$ cat src/rtl/ws2812_strip.sv
// ws2812_strip: NUM_LEDS-pixel WS2812 driver with INDEX/R/G/B register window and frame sequencer.
// Define WS2812_BRIGHTNESS_EN to add the BRIGHT register (reg 5) and per-channel scaling at LOAD.
module ws2812_strip #(
  parameter int NUM_LEDS = 8,
  parameter int T0H = 11,
  parameter int T0L = 23,
  parameter int T1H = 23,
  parameter int T1L = 11,
  parameter int TRST = 1620
) (
  input  logic       clk_i,
  input  logic       rst_i,
  input  logic       R_W_n,
  input  logic [2:0] reg_addr_i,
  input  logic [7:0] data_i,
  input  logic       strip_cs,
  output logic [7:0] data_o,
  output logic       ws2812
);
  localparam int AW = NUM_LEDS > 1 ? $clog2(NUM_LEDS) : 1;
  localparam int TA = T0H > T0L ? T0H : T0L;
  localparam int TB = T1H > T1L ? T1H : T1L;
  localparam int TC = TA > TB ? TA : TB;
  localparam int TMAX = TC > TRST ? TC : TRST;
  localparam int CW = $clog2(TMAX + 1);
  localparam logic [CW-1:0] C0H = CW'(T0H - 1);
  localparam logic [CW-1:0] C0L = CW'(T0L - 1);
  localparam logic [CW-1:0] C1H = CW'(T1H - 1);
  localparam logic [CW-1:0] C1L = CW'(T1L - 1);
  localparam logic [CW-1:0] CRST = CW'(TRST - 1);
  typedef enum logic [2:0] {IDLE, LOAD, HIGH, LOW, LATCH} state_t;
  state_t state;
  logic [23:0] pix [1 << AW];
  logic [7:0] index, pix_cnt, rd5;
  logic [4:0] bit_cnt;
  logic [CW-1:0] cnt, th, tl;
  logic [23:0] shreg, cur, nxt, load_word;
  logic autoinc, pending, wr, start, busy, last_pix;
  assign wr = strip_cs & ~R_W_n;
  assign start = wr && reg_addr_i == 3'd4 && data_i[0];
  assign busy = state != IDLE;
  assign cur = pix[index[AW-1:0]];
  assign nxt = pix[pix_cnt[AW-1:0]];
  assign last_pix = {24'd0, pix_cnt} == NUM_LEDS - 1;
  assign th = shreg[23] ? C1H : C0H;
  assign tl = shreg[23] ? C1L : C0L;
`ifdef WS2812_BRIGHTNESS_EN
  logic [7:0] bright;
  function automatic logic [7:0] scale(input logic [7:0] c, input logic [7:0] b);
    logic [15:0] p;
    p = {8'd0, c} * {7'd0, {1'b0, b} + 9'd1};
    return 8'(p >> 8);
  endfunction
  always_ff @(posedge clk_i)
    if (rst_i) bright <= 8'hFF;
    else if (wr && reg_addr_i == 3'd5) bright <= data_i;
  assign rd5 = bright;
  assign load_word = {scale(nxt[15:8], bright), scale(nxt[23:16], bright), scale(nxt[7:0], bright)};
`else
  assign rd5 = 8'd0;
  assign load_word = {nxt[15:8], nxt[23:16], nxt[7:0]};
`endif
  always_comb
    data_o = reg_addr_i == 3'd0 ? index :
             reg_addr_i == 3'd1 ? cur[23:16] :
             reg_addr_i == 3'd2 ? cur[15:8] :
             reg_addr_i == 3'd3 ? cur[7:0] :
             reg_addr_i == 3'd4 ? {5'd0, autoinc, pending, busy} :
             reg_addr_i == 3'd5 ? rd5 : 8'd0;
  always_ff @(posedge clk_i) begin
    if (wr && reg_addr_i == 3'd1) pix[index[AW-1:0]][23:16] <= data_i;
    if (wr && reg_addr_i == 3'd2) pix[index[AW-1:0]][15:8] <= data_i;
    if (wr && reg_addr_i == 3'd3) pix[index[AW-1:0]][7:0] <= data_i;
  end
  always_ff @(posedge clk_i)
    if (rst_i) begin
      index <= 8'd0;
      autoinc <= 1'b0;
    end else if (wr) begin
      if (reg_addr_i == 3'd0 && {24'd0, data_i} < NUM_LEDS) index <= data_i;
      if (reg_addr_i == 3'd3 && autoinc) index <= {24'd0, index} == NUM_LEDS - 1 ? 8'd0 : index + 8'd1;
      if (reg_addr_i == 3'd4) autoinc <= data_i[1];
    end
  always_ff @(posedge clk_i)
    if (rst_i) begin
      state <= IDLE;
      ws2812 <= 1'b0;
      pending <= 1'b0;
      pix_cnt <= 8'd0;
      bit_cnt <= 5'd0;
      cnt <= '0;
      shreg <= 24'd0;
    end else begin
      if (start && busy) pending <= 1'b1;
      case (state)
        IDLE: if (start || pending) begin
          state <= LOAD;
          pix_cnt <= 8'd0;
          pending <= 1'b0;
        end
        LOAD: begin
          shreg <= load_word;
          bit_cnt <= 5'd0;
          cnt <= '0;
          ws2812 <= 1'b1;
          state <= HIGH;
        end
        HIGH: if (cnt == th) begin
          cnt <= '0;
          ws2812 <= 1'b0;
          state <= LOW;
        end else cnt <= cnt + 1'b1;
        LOW: if (cnt == tl) begin
          cnt <= '0;
          if (bit_cnt == 5'd23) begin
            if (last_pix) state <= LATCH;
            else begin
              pix_cnt <= pix_cnt + 8'd1;
              state <= LOAD;
            end
          end else begin
            shreg <= {shreg[22:0], 1'b0};
            bit_cnt <= bit_cnt + 5'd1;
            ws2812 <= 1'b1;
            state <= HIGH;
          end
        end else cnt <= cnt + 1'b1;
        LATCH: if (cnt == CRST) begin
          cnt <= '0;
          state <= IDLE;
        end else cnt <= cnt + 1'b1;
        default: state <= IDLE;
      endcase
    end
endmodule
$ cat config.mk
export PLATFORM = sky130hd
export DESIGN_NAME = ws2812_strip
export DESIGN_NICKNAME = d
export VERILOG_FILES = /design/src/rtl/ws2812_strip.sv
export SDC_FILE = /design/constraint.sdc
export NUM_CORES = 1
export LEC_CHECK = 0
export BUFFER_PORTS_ARGS = -buffer_cell sky130_fd_sc_hd__buf_4
export CAP_MARGIN = 20
export CORE_ASPECT_RATIO = 0.5
export CORE_UTILIZATION = 50
export DETAILED_ROUTE_END_ITERATION = 16
export PLACE_DENSITY = 0.68
export SLEW_MARGIN = 30
export SYNTH_ARGS = -nofsm -noshare
export SYNTH_HDL_FRONTEND = slang
export SYNTH_SLANG_ARGS = --single-unit
$ cat constraint.sdc
create_clock -name clk_i -period 2.1 [get_ports clk_i]
set_input_delay 0.105 -clock clk_i [delete_from_list [all_inputs] [get_ports clk_i]]
set_output_delay 0.105 -clock clk_i [all_outputs]
set_load 0.01 [all_outputs]
-- Word-level counts from Yosys, hierarchy flattened
Memories as Yosys holds them, arrays and structs flattened. A register that Yosys moved wholly into a read port is not among the register bits.
Index checks and enable logic that the tools add are counted.
- RAM bits: 192
- input bits: 15
- register bits after elaboration: 62
- logic and storage cells: 110
- memories kept: 1
- memories (name ; depth ; width ; rd ports ; clocked after memory_dff ; wr ports ; RTL line ; source):
    pix ; 8 ; 24 ; 2 ; 2 ; 1 ; 33 ; logic [23:0] pix [1 << AW];
- $add $sub $neg: 4
- magnitude comparators: 1
- bitwise operators: 2
- eq/ne operators: 21
- muxes and demuxes: 49
- reduce and logical (&&, ||, !) cells: 23
- operators with widths (cell ; number):
    $mux W8 ; 11
    $mux W24 ; 2
    $pmux W24 S2 ; 1
    $pmux W11 S4 ; 1
    $mux W11 ; 3
    $mux W3 ; 11
    $eq A11 B5 Y1 ; 2
    $mux W5 ; 4
    $add A8 B1 Y8 const B ; 2
    $eq A8 B3 Y1 const B ; 2
    $pmux W8 S2 ; 1
    $pmux W3 S5 ; 1
    $ne A2 B2 Y1 const B ; 7
    $eq A3 B2 Y1 const B ; 4
    $mux W1 ; 12
    $add A11 B1 Y11 const B ; 1
    $eq A11 B11 Y1 const B ; 1
    $pmux W5 S2 ; 1
    $logic_and A1 B1 Y1 ; 8
    $lt A8 B4 Y1 const B ; 1
    $reduce_and A4 Y1 ; 2
    $eq A3 B1 Y1 const B ; 2
    $eq A3 B3 Y1 const B ; 2
    $logic_not A3 Y1 ; 2
    other kinds (12) ; 16

-- Logic depth before layout (Yosys ltp)
Gate-level depths: netlist (run 1).
- depth after elaboration: 9
- depth in mapped cells: 8
- gate-level depth less buffers: 7

-- Worst setup path before layout (run 1)
OpenSTA, ideal clock, no wires.
- path kind: reg-to-output
- start: register with a tool-made name
- end: output port data_o[4]
- slack: -53 ps
- path buffers: 1
- required time: 1995 ps
- stages on the path, launching flop included: 6
- arrival time: 2048 ps
- cells stage by stage: dfxtp_1 clkbuf_1 mux4_2 mux4_2 nand2_1 o21ai_0
- RTL lines (element ; RTL line ; source):
    end: declaration ; 17 ; output logic [7:0] data_o,

==> results of run 1 <==
worst max-delay path, stage by stage, from the launching register on:
cell     delay, ps
dfxtp_4        410
buf_12         160
mux4_2         510
mux4_2         500
o22ai_2        130
a21oi_1         60
buf_4          140
report_power, final:
group          switching, mW  internal, mW
Sequential            0.0330          5.55
Clock                   1.89          2.74
Combinational          0.353         0.201
logic make-up after synthesis:
| logic type | count (synthesis) | synth area share, % |
|---|---|---|
| compound gates | 133 | 6.477 |
| mux | 145 | 22.11 |
| flops | 260 | 58.19 |
| buf+inv | 69 | 2.247 |
| fa+ha+maj | 5 | 0.5108 |
| xor+xnor | 9 | 0.6436 |
| simple gates | 241 | 9.827 |
registers in the layout, summed over array words and instances (netlist names), 3 cells and up, named ones only:
name and flops:
pix 192, shreg 24, cnt 11, index 8, pix_cnt 8, bit_cnt 5
state 3
synth_stat cells, types with 8 or more instances:
master      n
clkbuf_1   42
a21oi_1    45
buf_2      13
inv_1       8
mux2i_1    41
xnor2_1     8
nor3_1     15
o21ai_0    48
mux4_2    100
edfxtp_1  192
nand3_1    15
dfxtp_1    68
nor4_1      8
nand2_1    62
nor2_1     77
nand2b_1   11
how the worst min path moves through the flow:
stage / to / cells after the start
finish: index[6] / 5
global placement: pix[2][22] / 1
floorplan: pix[0][0] / 0
CTS: index[6] / 5
detailed placement: pix[2][22] / 1
global route: index[6] / 5
repair_timing:
item	CTS	global route
setup endpoints to repair	8	41
pin swaps	1	2
resized for setup	13	20
buffers inserted	4	5
hold endpoints to repair	98	0
hold buffers	6	0
area by class of cell:
type,instances,area share [%]
timing repair buffer,125,7.756
inverter,8,0.2075
clock buffer,36,5.249
sequential,260,49.32
clock inverter,8,0.5966
tap,315,2.724
multi-input combinational,533,34.15
per-layer routing:
metal  vias up  global-route usage, %  share of wire (%)
li1       3566                      -                  -
met1      4166                  35.41                 42
met2       372                  41.00                 47
met3        58                  4.712                7.7
met4         0                  7.352                3.0
met5         -                      0                  0
per-stage QoR:
step | worst slack (ps) | hold slack (ps) | area [µm²] | instances
after floorplan | 8.380 | 203.9 | 12250 | 862
after global placement | 41.16 | 390.2 | 13370 | 1226
after detailed placement | -0.8826 | 389.5 | 13370 | 1226
after CTS | -474.0 | 6.116 | 14350 | 1280
after global routing | -534.8 | 28.88 | 14470 | 1285
final | -453.3 | 21.89 | 14470 | 1285
==> summary.log, run 1 <==
[synth] warning count from the yosys run 0
[synth] net count of the mapped netlist 882
[routing] wire length per cell 24.16 µm
[cells_and_area] final core utilization 60.23%
[synth] dominant synthesized flop cell edfxtp_1
[cells_and_area] multi-input gate area in the final layout 0.004941 mm²
[timing] final-layout setup total negative slack -3428 ps
[floorplanning] number of placement rows 40
[clocking] buffer cell driving the clock tree root clkbuf_16
[critical_path] startpoint of the lowest-slack register-to-register path cnt[0]
[cells_and_area] Antenna diodes 0
[timing] unrepaired setup endpoints after global routing yes
[min_path] min-delay src R_W_n
[power] cell area power density 744.5 mW/mm²
[routing] via density per instance 6.352
[routing] Initial DRT Pass Iterations 5
[timing] number of slew-limit violations in the final report 0
[cells_and_area] commonest cells after routing, fill and taps aside edfxtp_1, buf_4, mux4_2
[critical_path] capturing instance or port of the critical path data_o[0]
[critical_path] launching element type of the critical path register
[synth] share of the synthesized area in the top cell type 47.07%
[global_routing] overall routing resource usage 25.34%
[timing] Setup WS post-layout -453.3 ps
[place] number of input and output port buffers inserted 23
[synth] mean instance size in the synthesized netlist 14.21 µm²
[cells_and_area] footprint of the flip-flops and latches 0.007137 mm²
[synth] Seq/Total Area, Yosys 58.19%
[critical_path] required time at the worst-slack endpoint 2000 ps
[routing] drt initial violations 991
[clocking] clock slew at reported path FFs 60 ps
[cells_and_area] Synth-to-Final Area Change 18.14%
[timing] Worst-Margin Slew 645.2 ps
[synth] cell taking the most area after synthesis edfxtp_1
[clocking] maximum root-to-sink buffer count 3
[critical_path] capture instance of the worst register-to-register path pix_cnt[3]
[clocking] clock insertion delay at the later pin of the skew report 530 ps
[critical_path] capturing element type of the critical path primary output
[global_routing] global-route wire length before repair 47.55 mm
[timing] Highest Clock Rate 0.3917 GHz
[global_routing] vias in the first global route 7966
[routing] Routed Wire Length 31.04 mm
[timing] count of final hold-check violations 0
[min_path] HP Class in -> reg
[status] run status finished, violations left
[timing] worst max-slew margin expressed relative to the limit 56.83%
[power] maximum ir drop on the vdd rail 0.0005535 V
[synth] unique cell type count in the Yosys netlist 59
[timing] number of setup violations in the final report 8
[critical_path] largest fanout of any net on the critical path 9
[floorplanning] area of the die 0.02516 mm²
[clocking] clock sink count 260
[clocking] number of H-tree levels 1
[place] routability-driven placement congestion ratio 0.9035
[synth] Post-synth EDFFs 192
[timing] worst clock skew 11.19 ps
[floorplanning] chip height 112.7 µm
[synth] asr flop ratio synth 0%
[critical_path] Worst Reg2Reg Path Length in Cells 7
[cells_and_area] final net count 972
[timing] Period minus WS final 2553 ps
[floorplanning] starting density of the core 50.98%
[cells_and_area] commonest non-fill, non-tap cell in the layout edfxtp_1
[power] power after layout 10.77 mW
[critical_path] worst reg-to-reg setup slack 100 ps
[routing] overall via count from detail_route 8162
[floorplanning] die boundary width 223.3 µm
[cells_and_area] fraction of layout instances using a drive strength above 1 30.21%
[routing] DRC violations left 0
[routing] Routed Antenna Nets 0
[floorplanning] core footprint 0.02402 mm²
[floorplanning] number of placed I/O pins 24
[cells_and_area] filler instances 1844
[timing] final cycle utilization of the critical path 121.6%
[place] half-perimeter wire length of the detailed placement result 20.97 mm
[synth] Syn Inst Count 862
[status] failing checks negative setup slack
[synth] Yosys reg bits 260
[global_routing] global route total overflow 0
[synth] post-synth design cell area 0.01225 mm²
[clocking] TritonCTS clock tree yes
[synth] top area cells in the synthesized netlist edfxtp_1, mux4_2, dfxtp_1, mux2i_1, nor2_1
[global_routing] pin count of the biggest net entering global routing 49
[power] leakage power total 4.646 nW
[critical_path] path type of the worst setup path reg -> out
[clocking] TritonCTS Buffers 24
[critical_path] signal arrival time at the worst endpoint 2450 ps
[global_routing] number of antenna violations at the first check in global routing 0
[flow_run] max-capacitance violation count 0
(Power assumes the default switching activity.)
==> run 2, diff against run 1 <==
Settings changed: RECOVER_POWER set to 50.
==> run 2 against run 1 <==
The run still ends with negative setup slack left. Final area decreased by 0.49%. Clock-buffer cell count unchanged. Sequential power about the same. Clock power about the same. Non-clock buffer count unchanged.
==> summary.log, run 2 (same netlist as run 1, synthesis figures left out) <==
[critical_path] Top delay family on crit path multiplexers
[floorplanning] core footprint 0.02402 mm²
[clocking] clock slew at reported path FFs 60 ps
[cells_and_area] Synth-to-Final Area Change 17.56%
[timing] final-layout setup total negative slack -3568 ps
[critical_path] path type of the worst setup path reg -> out
[timing] Highest Clock Rate 0.3911 GHz
[place] half-perimeter wire length of the detailed placement result 20.97 mm
[cells_and_area] Antenna diodes 0
[cells_and_area] final core utilization 59.94%
[timing] Period minus WS final 2557 ps
[clocking] number of H-tree levels 1
[critical_path] required time at the worst-slack endpoint 2000 ps
[min_path] HP Class in -> reg
[place] placed cell area 0.01337 mm²
[routing] overall via count from detail_route 8158
[timing] Worst-Margin Slew 1376 ps
[cells_and_area] flip-flop count of the largest register, all copies and words added 192
[critical_path] worst reg-to-reg setup slack 20 ps
[global_routing] vias in the first global route 7966
[cells_and_area] commonest non-fill, non-tap cell in the layout edfxtp_1
[critical_path] signal arrival time at the worst endpoint 2450 ps
[clocking] buffer cell driving the clock tree root clkbuf_16
[routing] Routed Antenna Nets 0
[routing] Initial DRT Pass Iterations 5
[routing] drt initial violations 946
[cells_and_area] commonest cells after routing, fill and taps aside edfxtp_1, mux4_2, buf_4
[cells_and_area] final net count 972
[critical_path] capture instance of the worst register-to-register path pix[1][14]
[timing] worst clock skew 12.09 ps
[global_routing] global route total overflow 0
[critical_path] cell breakdown of the critical path buf_12, buf_8, mux4_2, mux2i_2, o22ai_2, o22a_1, buf_6
[routing] DRC violations left 0
[min_path] worst min-delay path endpoint index[6]
[floorplanning] number of placement rows 40
[floorplanning] die boundary width 223.3 µm
[clocking] clock insertion delay at the later pin of the skew report 530 ps
[place] routability-driven placement congestion ratio 0.9035
[timing] count of final hold-check violations 0
[place] worst slack, placed -0.8826 ps
[status] failing checks negative setup slack
[power] power after layout 10.76 mW
[floorplanning] chip height 112.7 µm
[status] run status finished, violations left
[floorplanning] area of the die 0.02516 mm²
[min_path] hold-critical path depth 5
[cells_and_area] summed area of non-filler cells in the final layout 0.01440 mm²
[cells_and_area] non-filler instance count after layout 1285
[critical_path] capturing element type of the critical path primary output
[timing] number of slew-limit violations in the final report 0
[global_routing] overall routing resource usage 25.34%
[cells_and_area] fraction of layout instances using a drive strength above 1 28.25%
[clocking] TritonCTS Buffers 24
[place] number of placed instances with taps included 1226
[timing] unrepaired setup endpoints after global routing yes
[power] leakage power total 4.573 nW
[timing] number of setup violations in the final report 10
[global_routing] global-route wire length before repair 47.55 mm
[routing] Routed Wire Length 30.99 mm
[floorplanning] starting density of the core 50.98%
[critical_path] launching element type of the critical path register
[critical_path] startpoint of the lowest-slack register-to-register path index[0]
[floorplanning] number of placed I/O pins 24
[timing] hold slack final 25.85 ps
[clocking] TritonCTS clock tree yes
[critical_path] worst-path cell with the longest stage delay mux4_2
[routing] via density per instance 6.349
[place] number of input and output port buffers inserted 23
[timing] final cycle utilization of the critical path 121.7%
[flow_run] max-capacitance violation count 0
[clocking] clock sink count 260
[power] cell area power density 747.3 mW/mm²
[global_routing] number of antenna violations at the first check in global routing 0
[clocking] maximum root-to-sink buffer count 3
[timing] worst max-slew margin expressed relative to the limit 8.243%
[critical_path] worst path buffer plus inverter count 3
[routing] wire length per cell 24.12 µm
[critical_path] largest stage delay on the critical path 510 ps
[min_path] min-delay src R_W_n
[global_routing] pin count of the biggest net entering global routing 49
[power] maximum ir drop on the vdd rail 0.0005514 V
[timing] Setup WS post-layout -456.7 ps
[critical_path] largest fanout of any net on the critical path 7
[critical_path] Worst Reg2Reg Path Length in Cells 5
## run 2: cell count changes in the layout (fill, tap and decap cells not counted)
| cell | previous run | this run |
|---|---|---|
| clkbuf_1 | 4 | 23 |
| buf_4 | 103 | 84 |
## run 2: power by group
part           internal, mW  total [mW]  switching, mW
clock network          2.74        4.63           1.89
logic                 0.189       0.542          0.353
registers              5.55        5.59         0.0331
## run 2: timing repair
action | CTS | global route
pin swaps | 1 | 2
setup buffers | 4 | 5
hold buffers | 6 | 0
resized for setup | 13 | 20
endpoints found under the hold margin | 98 | 0
endpoints found under the setup margin | 8 | 41
## run 2: layer usage
layer	GRT usage, %	routed length, µm	vias up
met5	0	0	-
met4	7.352	820	0
met3	4.712	2343	51
met2	41.00	14700	372
met1	35.41	13120	4164
li1	-	-	3571
## run 2: worst register-to-register path: stages, from the launching register on
cell and delay, ps:
dfxtp_1 340, clkbuf_1 310, inv_1 180, or3_1 470
nor2_1 230, buf_4 240
## run 2: worst max path at each step
stage | start | to | slack (ps) | depth (start not counted)
after global placement | data_i[6] | register | 40 | 5
after CTS | register | data_o[0] | -470 | 6
after global routing | register | data_o[1] | -530 | 8
after floorplan | register | data_o[4] | 8 | 6
after detailed placement | register | data_o[3] | -0.9 | 7
final | register | data_o[3] | -460 | 7
## run 2: area by class of cell
cell class	instances	area (µm²)
Sequential cell	260	7137
Timing Repair Buffer	125	1051
Clock inverter	8	86.33
Inverter	8	30.03
Clock buffer	36	759.5
Fill cell	1870	9624
Tap cell	315	394.1
Multi-Input combinational cell	533	4941
